$ cat src/rtl/ts_capture_pkg.sv
// Shared definitions for the timestamp capture block: widths, word layout,
// continuity FSM states and a saturating counter helper.
package ts_capture_pkg;

  localparam int TS_CW       = 22;
  localparam int TS_DISC_BIT = TS_CW + 1;
  localparam int TS_OVF_BIT  = TS_CW;

  typedef enum logic [1:0] {
    ST_INIT = 2'd0,
    ST_HOLD = 2'd1,
    ST_RUN  = 2'd2
  } state_e;

  function automatic logic [7:0] sat_inc8(input logic [7:0] v, input logic en);
    if (en && (v != 8'hFF)) begin
      return v + 8'd1;
    end else begin
      return v;
    end
  endfunction

endpackage

$ cat src/rtl/sync_fifo_fwft.sv
// First-word-fall-through FIFO with a registered head word; a stored word
// becomes visible on rd_data/rd_valid one clock after it is written.
module sync_fifo_fwft #(
  parameter int W   = 24,
  parameter int DL2 = 4
) (
  input  logic           clk,
  input  logic           rst_n,
  input  logic           clr,
  input  logic           wr_en,
  input  logic [W-1:0]   wr_data,
  input  logic           rd_en,
  output logic [W-1:0]   rd_data,
  output logic           rd_valid,
  output logic           full,
  output logic           empty,
  output logic [DL2:0]   level
);

  localparam int DEPTH = 1 << DL2;

  logic [W-1:0]   mem_q [DEPTH];
  logic [DL2-1:0] wr_ptr_q, wr_ptr_d, rd_ptr_q, rd_ptr_d;
  logic [DL2:0]   level_q, level_d, remain_s;
  logic           valid_q, valid_d;
  logic [W-1:0]   data_q, data_d;
  logic           rd_s, wr_s;

  assign full     = (level_q == (DL2+1)'(DEPTH));
  assign empty    = (level_q == '0);
  assign level    = level_q;
  assign rd_valid = valid_q;
  assign rd_data  = data_q;

  // Next pointers/level; the head register only sees words stored before this edge.
  always_comb begin
    rd_s     = rd_en & valid_q;
    wr_s     = wr_en & (~full | rd_s);
    remain_s = level_q - (DL2+1)'(rd_s);
    wr_ptr_d = wr_ptr_q;
    rd_ptr_d = rd_ptr_q;
    level_d  = level_q;
    valid_d  = valid_q;
    data_d   = data_q;
    if (clr) begin
      wr_ptr_d = '0;
      rd_ptr_d = '0;
      level_d  = '0;
      valid_d  = 1'b0;
      data_d   = '0;
    end else begin
      wr_ptr_d = wr_s ? wr_ptr_q + DL2'(1) : wr_ptr_q;
      rd_ptr_d = rd_s ? rd_ptr_q + DL2'(1) : rd_ptr_q;
      level_d  = remain_s + (DL2+1)'(wr_s);
      valid_d  = (remain_s != '0);
      if (valid_d) begin
        data_d = mem_q[rd_ptr_d];
      end else begin
        data_d = data_q;
      end
    end
  end

  // Storage array, written at the tail.
  always_ff @(posedge clk) begin
    if (wr_s && !clr) begin
      mem_q[wr_ptr_q] <= wr_data;
    end
  end

  // Pointer, level and head-word registers.
  always_ff @(posedge clk or negedge rst_n) begin
    if (!rst_n) begin
      wr_ptr_q <= '0;
      rd_ptr_q <= '0;
      level_q  <= '0;
      valid_q  <= 1'b0;
      data_q   <= '0;
    end else begin
      wr_ptr_q <= wr_ptr_d;
      rd_ptr_q <= rd_ptr_d;
      level_q  <= level_d;
      valid_q  <= valid_d;
      data_q   <= data_d;
    end
  end

endmodule

$ cat src/rtl/ts_capture.sv
// Timestamp capture: checks counter continuity, captures the counter on trigger
// rising edges into a FWFT FIFO, and keeps drop/discontinuity statistics.
module ts_capture
  import ts_capture_pkg::*;
#(
  parameter int CW         = TS_CW,
  parameter int DEPTH_LOG2 = 4
) (
  input  logic                  clk,
  input  logic                  rst_n,
  input  logic                  clr,
  input  logic [CW-1:0]         counter,
  input  logic                  trig,
  output logic [CW+1:0]         out_data,
  output logic                  out_valid,
  input  logic                  out_ready,
  output logic [DEPTH_LOG2:0]   fifo_level,
  output logic [7:0]            lost_cnt,
  output logic [7:0]            disc_cnt,
  output logic                  running
);

  state_e        state_q, state_d;
  logic [CW-1:0] cnt_q, cnt_d, prev_q, prev_d, cnt_inc_s;
  logic          trig_q, trig_d, trig_prev_q, trig_prev_d;
  logic          primed_q, primed_d;
  logic          pend_disc_q, pend_disc_d, pend_ovf_q, pend_ovf_d;
  logic [7:0]    lost_q, lost_d, disc_q, disc_d;
  logic          running_q, running_d;
  logic          edge_s, disc_ev_s, capture_s, rd_s, drop_s;
  logic          fifo_full_s, fifo_empty_s;
  logic [CW+1:0] word_s;

  // Continuity FSM, trigger edge, capture decision, flags and statistics.
  always_comb begin
    cnt_d       = counter;
    trig_d      = trig;
    primed_d    = 1'b1;
    cnt_inc_s   = prev_q + CW'(1);
    state_d     = state_q;
    disc_ev_s   = 1'b0;
    // INIT waits one clock after reset so cnt_q holds a real sample.
    case (state_q)
      ST_INIT: begin
        if (!primed_q) begin
          state_d = ST_INIT;
        end else if (cnt_q == '0) begin
          state_d = ST_HOLD;
        end else begin
          state_d = ST_RUN;
        end
      end
      ST_HOLD: begin
        if (cnt_q == '0) begin
          state_d = ST_HOLD;
        end else begin
          state_d   = ST_RUN;
          disc_ev_s = (cnt_q != CW'(1));
        end
      end
      ST_RUN: begin
        if (cnt_q == cnt_inc_s) begin
          state_d = ST_RUN;
        end else if (cnt_q == '0) begin
          state_d = ST_HOLD;
        end else begin
          disc_ev_s = 1'b1;
        end
      end
      default: state_d = ST_INIT;
    endcase

    edge_s    = trig_q & ~trig_prev_q;
    capture_s = edge_s & ((state_q == ST_RUN) | (state_d == ST_RUN));
    rd_s      = out_valid & out_ready & ~fifo_empty_s;
    drop_s    = capture_s & fifo_full_s & ~rd_s;

    word_s              = '0;
    word_s[CW-1:0]      = cnt_q;
    word_s[TS_OVF_BIT]  = pend_ovf_q;
    word_s[TS_DISC_BIT] = pend_disc_q;

    if (capture_s && !drop_s) begin
      pend_disc_d = disc_ev_s;
      pend_ovf_d  = 1'b0;
    end else if (drop_s) begin
      pend_disc_d = pend_disc_q | disc_ev_s;
      pend_ovf_d  = 1'b1;
    end else begin
      pend_disc_d = pend_disc_q | disc_ev_s;
      pend_ovf_d  = pend_ovf_q;
    end

    lost_d      = sat_inc8(lost_q, drop_s);
    disc_d      = sat_inc8(disc_q, disc_ev_s);
    prev_d      = cnt_q;
    trig_prev_d = trig_q;
    running_d   = 1'b0;

    if (clr) begin
      state_d     = ST_INIT;
      prev_d      = '0;
      trig_prev_d = 1'b0;
      pend_disc_d = 1'b0;
      pend_ovf_d  = 1'b0;
      lost_d      = 8'd0;
      disc_d      = 8'd0;
    end else begin
      running_d = (state_d == ST_RUN);
    end
  end

  // State, input sample and statistics registers.
  always_ff @(posedge clk or negedge rst_n) begin
    if (!rst_n) begin
      state_q     <= ST_INIT;
      cnt_q       <= '0;
      prev_q      <= '0;
      trig_q      <= 1'b0;
      trig_prev_q <= 1'b0;
      primed_q    <= 1'b0;
      pend_disc_q <= 1'b0;
      pend_ovf_q  <= 1'b0;
      lost_q      <= 8'd0;
      disc_q      <= 8'd0;
      running_q   <= 1'b0;
    end else begin
      state_q     <= state_d;
      cnt_q       <= cnt_d;
      prev_q      <= prev_d;
      trig_q      <= trig_d;
      trig_prev_q <= trig_prev_d;
      primed_q    <= primed_d;
      pend_disc_q <= pend_disc_d;
      pend_ovf_q  <= pend_ovf_d;
      lost_q      <= lost_d;
      disc_q      <= disc_d;
      running_q   <= running_d;
    end
  end

  sync_fifo_fwft #(
    .W   (CW + 2),
    .DL2 (DEPTH_LOG2)
  ) u_fifo (
    .clk      (clk),
    .rst_n    (rst_n),
    .clr      (clr),
    .wr_en    (capture_s),
    .wr_data  (word_s),
    .rd_en    (out_ready),
    .rd_data  (out_data),
    .rd_valid (out_valid),
    .full     (fifo_full_s),
    .empty    (fifo_empty_s),
    .level    (fifo_level)
  );

  assign lost_cnt = lost_q;
  assign disc_cnt = disc_q;
  assign running  = running_q;

endmodule

$ cat config.mk
export PLATFORM = sky130hd
export DESIGN_NAME = ts_capture
export DESIGN_NICKNAME = d
export VERILOG_FILES = /design/src/rtl/ts_capture_pkg.sv /design/src/rtl/sync_fifo_fwft.sv /design/src/rtl/ts_capture.sv
export SDC_FILE = /design/constraint.sdc
export NUM_CORES = 1
export LEC_CHECK = 0
export ABC_AREA = 1
export CAP_MARGIN = 20
export CORE_ASPECT_RATIO = 0.7
export CORE_UTILIZATION = 25
export CTS_CLUSTER_SIZE = 28
export DETAILED_ROUTE_END_ITERATION = 8
export GPL_TIMING_DRIVEN = 1
export PLACE_DENSITY = 0.51
export SLEW_MARGIN = 20
export SYNTH_ARGS = -nofsm -noshare
export SYNTH_HDL_FRONTEND = slang
export SYNTH_HIERARCHICAL = 1
export SYNTH_SLANG_ARGS = --single-unit
export TNS_END_PERCENT = 100
$ cat constraint.sdc
create_clock -name clk -period 13.1 [get_ports clk]
set_input_delay 1.965 -clock clk [delete_from_list [all_inputs] [get_ports clk]]
set_output_delay 1.965 -clock clk [all_outputs]
set_load 0.02 [all_outputs]
==> out/metrics.cfg <==
[logic_synthesis]
synth_ff_type = edfxtp_1
synth_nets = 1998
synth_cells = 1955
netlist_area_um2 = 21200
yosysUniqueCellTypes = 40
yosys.area.top_type_share = 0.545
syn_avg_cell_area_um2 = 10.8
ys_warn_count = 6
synth_area_leaders = edfxtp_1 54%, nand3_1 14%, dfrtp_1 13%
seq_area_frac_synth = 0.670
synth_seq_cells = 490
ys_async_sr_fraction = 0.216
synth_edf_count = 384
synth_top_cell_by_area = edfxtp_1

[placed_design]
port-buffer-count = 73
dpl_worst_slack_ns = 7.42
dpl.hpwl_um = 34600
globalplace.congestion = 0.844

[routing]
drc = 0
wl_per_cell_um = 20.0
vias_per_cell = 4.74
ant_nets = 0
vias = 15000
drtIter0Drc = 1608
finalWirelength_um = 63400
drtPass1Iterations = 8

[hold_path]
hold_end = trig_prev_q
hold_depth = 2
hold_class = reg -> reg
holdCritStartpoint = trig_q

[cts]
ctsHoldBuffers = 0
clkTransAtPathRegs_ns = 0.06
htree_levels = 2
numCtsBuffers = 49
cts.repair_timing.setup_buffer_count = 0
max-clock-path-buffers = 3
clk_latency_ns = 0.58
tritoncts = built
root_buffer = clkbuf_16
cts.sinks = 490
ctsResizeCount = 0

[pwr]
p_per_area_nw_per_um2 = 170
total_power_w = 0.00424
worst_ir_drop_vdd_uv = 127
power.leakage_nw = 9.21

[timing]
worst_pin_slew_ns = 1.12
fin_crit_ns = 4.83
rsz0062_at_grt = no
fin_ws_ns = 8.27
final.period_utilization = 0.368
maxSlewViolCount = 0
max_freq_mhz = 207
fin_skew_ns = 0.0168
slew_headroom = 0.254
setup_viol = 0
fin_setup_tns_ns = 0
hold_viol = 0

[final_layout]
antennaDiodeCount = 0
nets = 2047
area_delta_synth_final_pct = 17.8
finalCoreUtilization = 0.300
drive_above_1_share = 0.0842

[setup_path]
rrSetupSlack_ns = 8.48
critPathLaunchType = input port
critPathKind = in -> reg
cp_max_fo = 105
crit_arrival_ns = 5.34
crit-reg2reg-launch = cnt_q[8]
endpoint_kind = register
r2r_cells = 21
timing.rr.end = u_fifo/mem_q[6][0]
required_ns = 13.62

[global_route]
grt_pass1_wl_um = 95000
gr-total-overflow = 0
grt_max_degree = 106
grt_pass1_vias = 14800
antenna_found_initial = 0
grt_usage = 0.147

[floorplan]
core_area_um2 = 83100
die_area_um2 = 85900
core.rowCount = 88
die_h_um = 245
start_util = 0.255
io_pins = 74
die_x_um = 350

[flow_run]
cap_violations = 0

[status]
run_status = finished, final reports clean

[per-stage QoR]
step	cell area (um^2)	std cells	hold WS (ns)
2_1_floorplan	21200	1955	0.445
3_3_place_gp	23200	3075	0.471
3_5_place_dp	23300	3078	0.474
4_1_cts	24900	3168	0.490
5_1_grt	24900	3168	0.519
6_report	24900	3168	0.481
[power by group]
| group | internal, W | leakage (nW) | switching [W] | total, W |
|---|---|---|---|---|
| clock network | 0.000851 | 0.816 | 0.000603 | 0.00145 |
| logic | 0.000307 | 3.56 | 0.000679 | 0.000987 |
| registers | 0.00173 | 4.83 | 0.0000697 | 0.00180 |
[cells in the final DEF, fill, tap and decap left out, drive strengths merged, types with 2 or more instances in the layout]
cell type      instances
inv                   93
bufinv                 5
dfrtp                106
a21oi                  7
clkbuf                68
nor3                  19
clkdlybuf4s50         71
buf                   35
nand3                615
edfxtp               384
nand3b                 4
nand4                 11
nor4                   2
o21ai                 13
xnor2                 10
clkinv                14
xor2                  27
a21o                   2
ha                    16
nor2                 115
nand2                415
o21bai                 4
[metal layers]
metal  GRT usage  vias to the layer above  share of wire
li1            -                     6944              -
met1       0.211                     7468           0.46
met2       0.224                      514           0.44
met3      0.0303                       96          0.073
met4      0.0350                        0          0.021
met5           0                        -              0
[final cells by class]
| class | instances | area, um^2 |
|---|---|---|
| Fill cell | 8438 | 58200 |
| Sequential cell | 490 | 14200 |
| Multi-Input combinational cell | 1266 | 6300 |
| Clock buffer | 68 | 1410 |
| Tap cell | 1125 | 1410 |
| Timing Repair Buffer | 106 | 1050 |
| Inverter | 91 | 342 |
| Clock inverter | 22 | 249 |
[worst max path at each step]
stage / to / cells past startpoint / start
floorplan: u_fifo/mem_q[13][0] / 6 / out_ready
global placement: u_fifo/rd_data[12] / 11 / out_ready
detailed placement: u_fifo/rd_data[5] / 11 / out_ready
CTS: u_fifo/rd_data[3] / 11 / out_ready
global route: u_fifo/rd_data[5] / 11 / out_ready
finish: u_fifo/rd_data[3] / 11 / out_ready
[critical path, cell delays in order]
cell	delay, ns
clkdlybuf4s50_1	0.49
nand2_2	0.23
nand2_4	0.28
nand2_4	0.81
buf_6	0.68
nand2_1	0.13
nand3_1	0.11
nand3_1	0.10
nand3_1	0.11
nand3_1	0.11
nand2_1	0.10
[state kept, by name, indices dropped and copies added (netlist names)]
| register | count |
|---|---|
| cnt_q | 22 |
| disc_cnt | 8 |
| lost_cnt | 8 |
| pend_disc_q | 1 |
| pend_ovf_q | 1 |
| prev_q | 22 |
| primed_q | 1 |
| running | 1 |
| state_q | 2 |
| trig_prev_q | 1 |
| trig_q | 1 |
| u_fifo/level | 5 |
| u_fifo/mem_q | 384 |
| u_fifo/rd_data | 24 |
| u_fifo/rd_ptr_q | 4 |
| u_fifo/rd_valid | 1 |
| u_fifo/wr_ptr_q | 4 |
[cell families after synthesis]
family / share of synthesized area
buf+inv: 0.0394
xor+xnor: 0.0160
flops: 0.670
simple gates: 0.257
fa+ha+maj: 0.00945
compound gates: 0.00833
other cells: 0.000177
[synthesized netlist by cell type (2+ instances only)]
| cell | n |
|---|---|
| dfrtp_1 | 106 |
| nand3_1 | 611 |
| nor2_2 | 8 |
| edfxtp_1 | 384 |
| nor4_1 | 2 |
| a21oi_1 | 7 |
| nand4_1 | 11 |
| nor2_1 | 101 |
| nor2_4 | 6 |
| nor3_1 | 18 |
| o21ai_0 | 11 |
| o21bai_1 | 3 |
| xnor2_1 | 10 |
| a21o_1 | 2 |
| xor2_1 | 25 |
| nand2_1 | 402 |
| buf_1 | 11 |
| ha_1 | 16 |
| nand3_2 | 3 |
| nand3b_1 | 4 |
| inv_2 | 5 |
| xor2_2 | 2 |
| buf_4 | 5 |
| inv_1 | 85 |
| clkbuf_1 | 37 |
| nand2_2 | 12 |
| buf_2 | 55 |
Note: power is estimated with default switching activity, not from simulation.
==> patch 1: new RTL, config.mk and constraints unchanged <==
`data_q` no longer has a reset.
--- a/src/rtl/sync_fifo_fwft.sv
+++ b/src/rtl/sync_fifo_fwft.sv
@@ -75,14 +75,16 @@
       rd_ptr_q <= '0;
       level_q  <= '0;
       valid_q  <= 1'b0;
-      data_q   <= '0;
     end else begin
       wr_ptr_q <= wr_ptr_d;
       rd_ptr_q <= rd_ptr_d;
       level_q  <= level_d;
       valid_q  <= valid_d;
-      data_q   <= data_d;
     end
+  end
+
+  always_ff @(posedge clk) begin
+    data_q <= data_d;
   end
 
 endmodule
Formal check against the unedited RTL: differs if rst_n is asserted again (counterexample within 4 cycles, from zero or initial values and one cycle with rst_n low); with rst_n held inactive, the same outputs for 4 cycles.
==> patch 1 against the original RTL <==
Via count up 3.8%; synthesized area increased by 4.5%; sequential share of layout area shrank 2.7 points; setup slack worse by 0.51 ns; total power is 4.7% higher; design area is 4.0% higher; sequential cell count unchanged; synthesized cell count is 14% higher; utilization shrank 0.16 points; wire length is 1.3% higher; critical path depth rose by 11; critical endpoint is now u_fifo/mem_q[5][11]$_DFFE_PP_; largest power group unchanged.
==> patch 1: results (changes against the original RTL) <==
** Outcome
- Outcome :: completed

** Worst hold path
- The worst hold path belongs to the class flip-flop to flip-flop.
- Startpoint of the tightest hold check path :: trig_q$_DFF_PN0_

** Detailed routing
- Detailed router's first-iteration violation count :: 1383 (-14%)
- Post-detailed-route via-to-cell ratio :: 4.50 (-5.0%)
- Average detailed-routed wire length per instance :: 18.5 um (-7.3%)
- The length of the first detailed-routing pass in iterations came to 5 (-3).

** Power
- Cell leakage power :: 0.0104 uW (+13%)
- Peak supply drop :: 0.144 mV (+13%)

** GRT
- The wire length of the first global-routing pass is 97300 um (+2.5%).
- Met1 layer usage reported by global route :: 21.8% (+0.66 points)
- The met3 track utilization from global routing was 2.16% (-0.87 points).
- Via count of the first global-routing pass :: 14900 (+0.49%)
- Pin count of the biggest net entering global routing :: 140 (+32%)
- The number of antenna violations at the first check in global routing came to 3 (+3).
- Total GRT Usage :: 14.3% (-0.34 points)
- Grt met2 use :: 21.3% (-1.1 points)

** Final layout
- Flip-flop count of the largest register after layout :: 384 (unchanged)
- The share of cells above drive strength 1 was 7.35% (-1.1 points).
- The fill cell total of the finished layout is 8953 (+6.1%).
- Register name with the most flops :: u_fifo/mem_q

** Yosys
- Proportion of synthesized flip-flops having asynchronous set or reset :: 16.7% (-4.9 points)
- Most instantiated cells after synthesis :: 572 x nand2_1, 441 x nand3_1, 384 x edfxtp_1
- The synthesized netlist net count came to 2267 (+13%).
- The distinct cell type count after synthesis came to 41 (+2.5%).
- In the post-synthesis netlist, the biggest area contributors are edfxtp_1 52%, nand3_1 10%, nand2_1 9.7%, dfrtp_1 9.3%, inv_1 3.9%.
- The share of the yosys chip area belonging to registers came to 63.5% (-3.4 points).
- Warnings from Yosys :: 6 (unchanged)

** Clock network
- Post-CTS setup-driven buffer insertion count :: 0 (unchanged)
- Number of buffers created by CTS :: 50 (+2.0%)
- The later-pin clock latency in the skew report is 0.61 ns (+0.03 ns).
- Count of cells resized by post-cts repair :: 0 (unchanged)
- The number of buffers on the longest clock path was 3 (unchanged).

** Setup path
- In this run the critical register-to-register path is launched from prev_q[0]$_DFF_PN0_.
- Critical path start-end classification :: flip-flop to flip-flop
- The data arrival time of the worst path is 5.59 ns (+0.25 ns).
- Max stage delay cell, worst path :: nor3_2
- Max Fanout on Critical Path :: 17 (-84%)

** Timing
- The setup skew after layout is 0.0198 ns (+0.00297 ns).
- The worst slew margin relative to its limit was 23.8% (-1.7 points).
- The number of pins with negative max-slew slack in the final report is 0 (unchanged).

** Placed design
- The placer's final routability congestion estimate was 0.786 (-6.8%).
- The post-DP HPWL came to 35500 um (+2.6%).
## patch 1: cell types whose count changed in the layout (fill, tap and decap cells not counted), moves of 7 or more
cell / delta
nand3_1: -170
nor2_1: +52
dfrtp_1: -24
dfxtp_1: +24
clkinv_1: +7
inv_1: +146
nand3b_1: +72
nand2_1: +167
## patch 1: final cells by class
type	count	share of cell area, %
Clock inverter	33	1.46
Multi-Input combinational cell	1386	26.3
Clock buffer	61	5.10
Tap cell	1150	5.55
Antenna cell	1	0.00965
Inverter	236	3.42
Timing Repair Buffer	106	3.96
Sequential cell	490	54.2
## patch 1: path summary, 6_finish.rpt
check | slack (ns) | cells after the start | endpoint
setup / recovery | 7.77 | 22 | u_fifo/mem_q[5][11]$_DFFE_PP_
hold reg to reg | 0.50 | 2 | trig_prev_q$_DFF_PN0_
hold / removal | 0.50 | 2 | trig_prev_q$_DFF_PN0_
min in group asynchronous | 1.35 | 1 | disc_cnt[4]$_DFFE_PN0P_
setup reg to reg | 7.77 | 22 | u_fifo/mem_q[5][11]$_DFFE_PP_
max in group asynchronous | 10.68 | 2 | u_fifo/rd_ptr_q[3]$_DFF_PN0_
## patch 1: cells by family (layout without fill, tap and decap cells)
logic type      after synthesis  after routing  share of synthesized area (%)
xor+xnor                     37             37                           1.46
fa+ha+maj                    16             16                          0.905
other cells                   1              2                         0.0169
simple gates               1303           1303                           26.8
compound gates               29             29                          0.814
buf+inv                     348            436                           6.45
flops                       490            490                           63.5
## patch 1: report_power, final
part / leakage [uW] / total, uW / internal [uW] / switching (uW)
combinational: 0.00489 / 1130 / 351 / 775
sequential: 0.00472 / 1810 / 1730 / 71.8
clock: 0.000819 / 1510 / 877 / 631
## patch 1: per-stage QoR
stage	setup WS (ns)	utilization, %	instance area [um2]	std cells	total power, uW
floorplan	8.26	-	22100	2224	2590
global placement	7.28	27.8	24200	3365	2970
detailed placement	7.27	27.8	24200	3367	2970
CTS	7.76	29.8	25900	3461	4490
global route	7.29	29.8	25900	3462	4700
finish	7.77	29.8	25900	3463	4440
## patch 1: metal layers
metal / vias up / share of wire (%)
met5: - / 0
met4: 0 / 1.6
met3: 70 / 5.7
met2: 437 / 43
met1: 7579 / 50
li1: 7507 / -
## patch 1: worst max-delay path: cells and delay by family (launching register included)
kind	cells	cell delay, ns
xor gates and xnor gates	1	0.33
adders and majority gates	1	0.22
and+or+nand+nor	13	2.31
AOI/OAI and AO/OA	2	0.51
buffers and inverters	5	1.17
DFF	1	0.41
==> patch 2: new RTL, same settings <==
Made on the original files. The package constant `TS_CW` goes from 22 to 11.
--- a/src/rtl/ts_capture_pkg.sv
+++ b/src/rtl/ts_capture_pkg.sv
@@ -2,7 +2,7 @@
 // continuity FSM states and a saturating counter helper.
 package ts_capture_pkg;
 
-  localparam int TS_CW       = 22;
+  localparam int TS_CW       = 11;
   localparam int TS_DISC_BIT = TS_CW + 1;
   localparam int TS_OVF_BIT  = TS_CW;
 
Ports: changed (resized counter and out_data); port bits go from 74 to 52. The function was not compared with the original's and may differ.
==> patch 2 against the original RTL <==
Die area decreased by 41%; sequential cell count decreased by 209; synthesized area decreased by 42%; non-clock buffer count decreased by 33; setup slack improved by 0.47 ns; wire length decreased by 48%; design area decreased by 42%; total power decreased by 44%; maximum frequency increased by 11%.
==> patch 2: results (changes against the original RTL) <==
** Placed design
- The post-DP HPWL was 19800 um (-43%).
- PortBufs :: 51 (-30%)
- Instance area after placement :: 0.0136 mm2 (-42%)

** Final layout
- Fillers :: 4995 (-41%)
- Fraction of final layout cells sized beyond drive strength 1 :: 9.11% (+0.69 points)

** Yosys
- Synthesized netlist cell count :: 1142 (-42%)
- Ranking of synthesized cells by area :: edfxtp_1 51%, dfrtp_1 15%, nand3_1 14%, nand2_1 6.8%, inv_1 1.8%
- By count the netlist is led by 342 x nand3_1, 225 x nand2_1, 208 x edfxtp_1.
- Proportion of synthesized flip-flops having asynchronous set or reset :: 26.0% (+4.3 points)
- Number of synthesized flops with an enable pin :: 208 (-46%)

** GRT
- Pin count of the biggest net entering global routing :: 77 (-27%)
- The wire length of the first global-routing pass came to 51200 um (-46%).

** Detailed routing
- Number of optimization iterations in the first detailed-route pass :: 6 (-2)
- The wire length per cell was 17.7 um (-12%).
- The routed wire length was 32900 um (-48%).

** Setup path
- Max stage delay cell, worst path :: buf_4
- R2R Path Start :: cnt_q[9]$_DFF_PN0_
- Arrival time of the worst setup path :: 4.85 ns (-0.49 ns)
- The largest fanout of any net on the critical path was 68 (-35%).
- The critical path's largest stage delay is 0.70 ns (-0.11 ns).
- The worst register-to-register path ends at u_fifo/mem_q[9][7]$_DFFE_PP_.

** Outcome
- Outcome :: completed

** Power
- The worst IR drop on VDD came to 0.105 mV (-17%).

** Clock network
- The H-tree depth was 1 (-1).
- Number of buffers created by CTS :: 27 (-45%)
- The later-pin clock latency in the skew report was 0.55 ns (-0.03 ns).
-- patch 2: changes by cell type after synthesis, moves of 23 or more --
| cell | delta |
|---|---|
| edfxtp_1 | -176 |
| nand2_1 | -177 |
| nand3_1 | -269 |
| dfrtp_1 | -33 |
| nor2_1 | -44 |
| inv_1 | -27 |
| clkbuf_1 | -23 |
-- patch 2: logic make-up (layout without fill, tap and decap cells) --
| logic type | count (synthesis) | count (layout) | share of synthesized area [%] |
|---|---|---|---|
| compound gates | 32 | 32 | 1.68 |
| buf+inv | 121 | 186 | 4.33 |
| fa+ha+maj | 16 | 16 | 1.62 |
| flops | 281 | 281 | 65.4 |
| simple gates | 671 | 671 | 25.4 |
| xor+xnor | 20 | 20 | 1.48 |
| other cells | 1 | 1 | 0.0304 |
-- patch 2: cell type report --
type / instances / area (um2) / area share, %
clock buffers: 37 / 763 / 5.28
clock inverters: 13 / 98.8 / 0.683
inverters: 63 / 236 / 1.63
multi-input cells: 740 / 3800 / 26.3
flip-flops and latches: 281 / 8070 / 55.8
well taps: 655 / 820 / 5.67
repair buffers: 73 / 672 / 4.64
-- patch 2: worst max-delay path, delay by kind of cell --
family        cells  cell delay [ns]
buf+inv           2             1.26
simple gates      8             1.55
-- patch 2: metal layers --
metal  routed length (um)  global-route usage, %
met5                    0                      0
met4                  412                   1.93
met3                 1770                   2.23
met2                13500                   18.1
met1                17200                   21.3
-- patch 2: power by group --
group	switching [uW]	total, uW	leakage, uW	internal (uW)
combinational	395	580	0.00223	185
clock	347	775	0.000422	428
sequential	47.5	1040	0.00283	991
total	789	2390	0.00548	1600
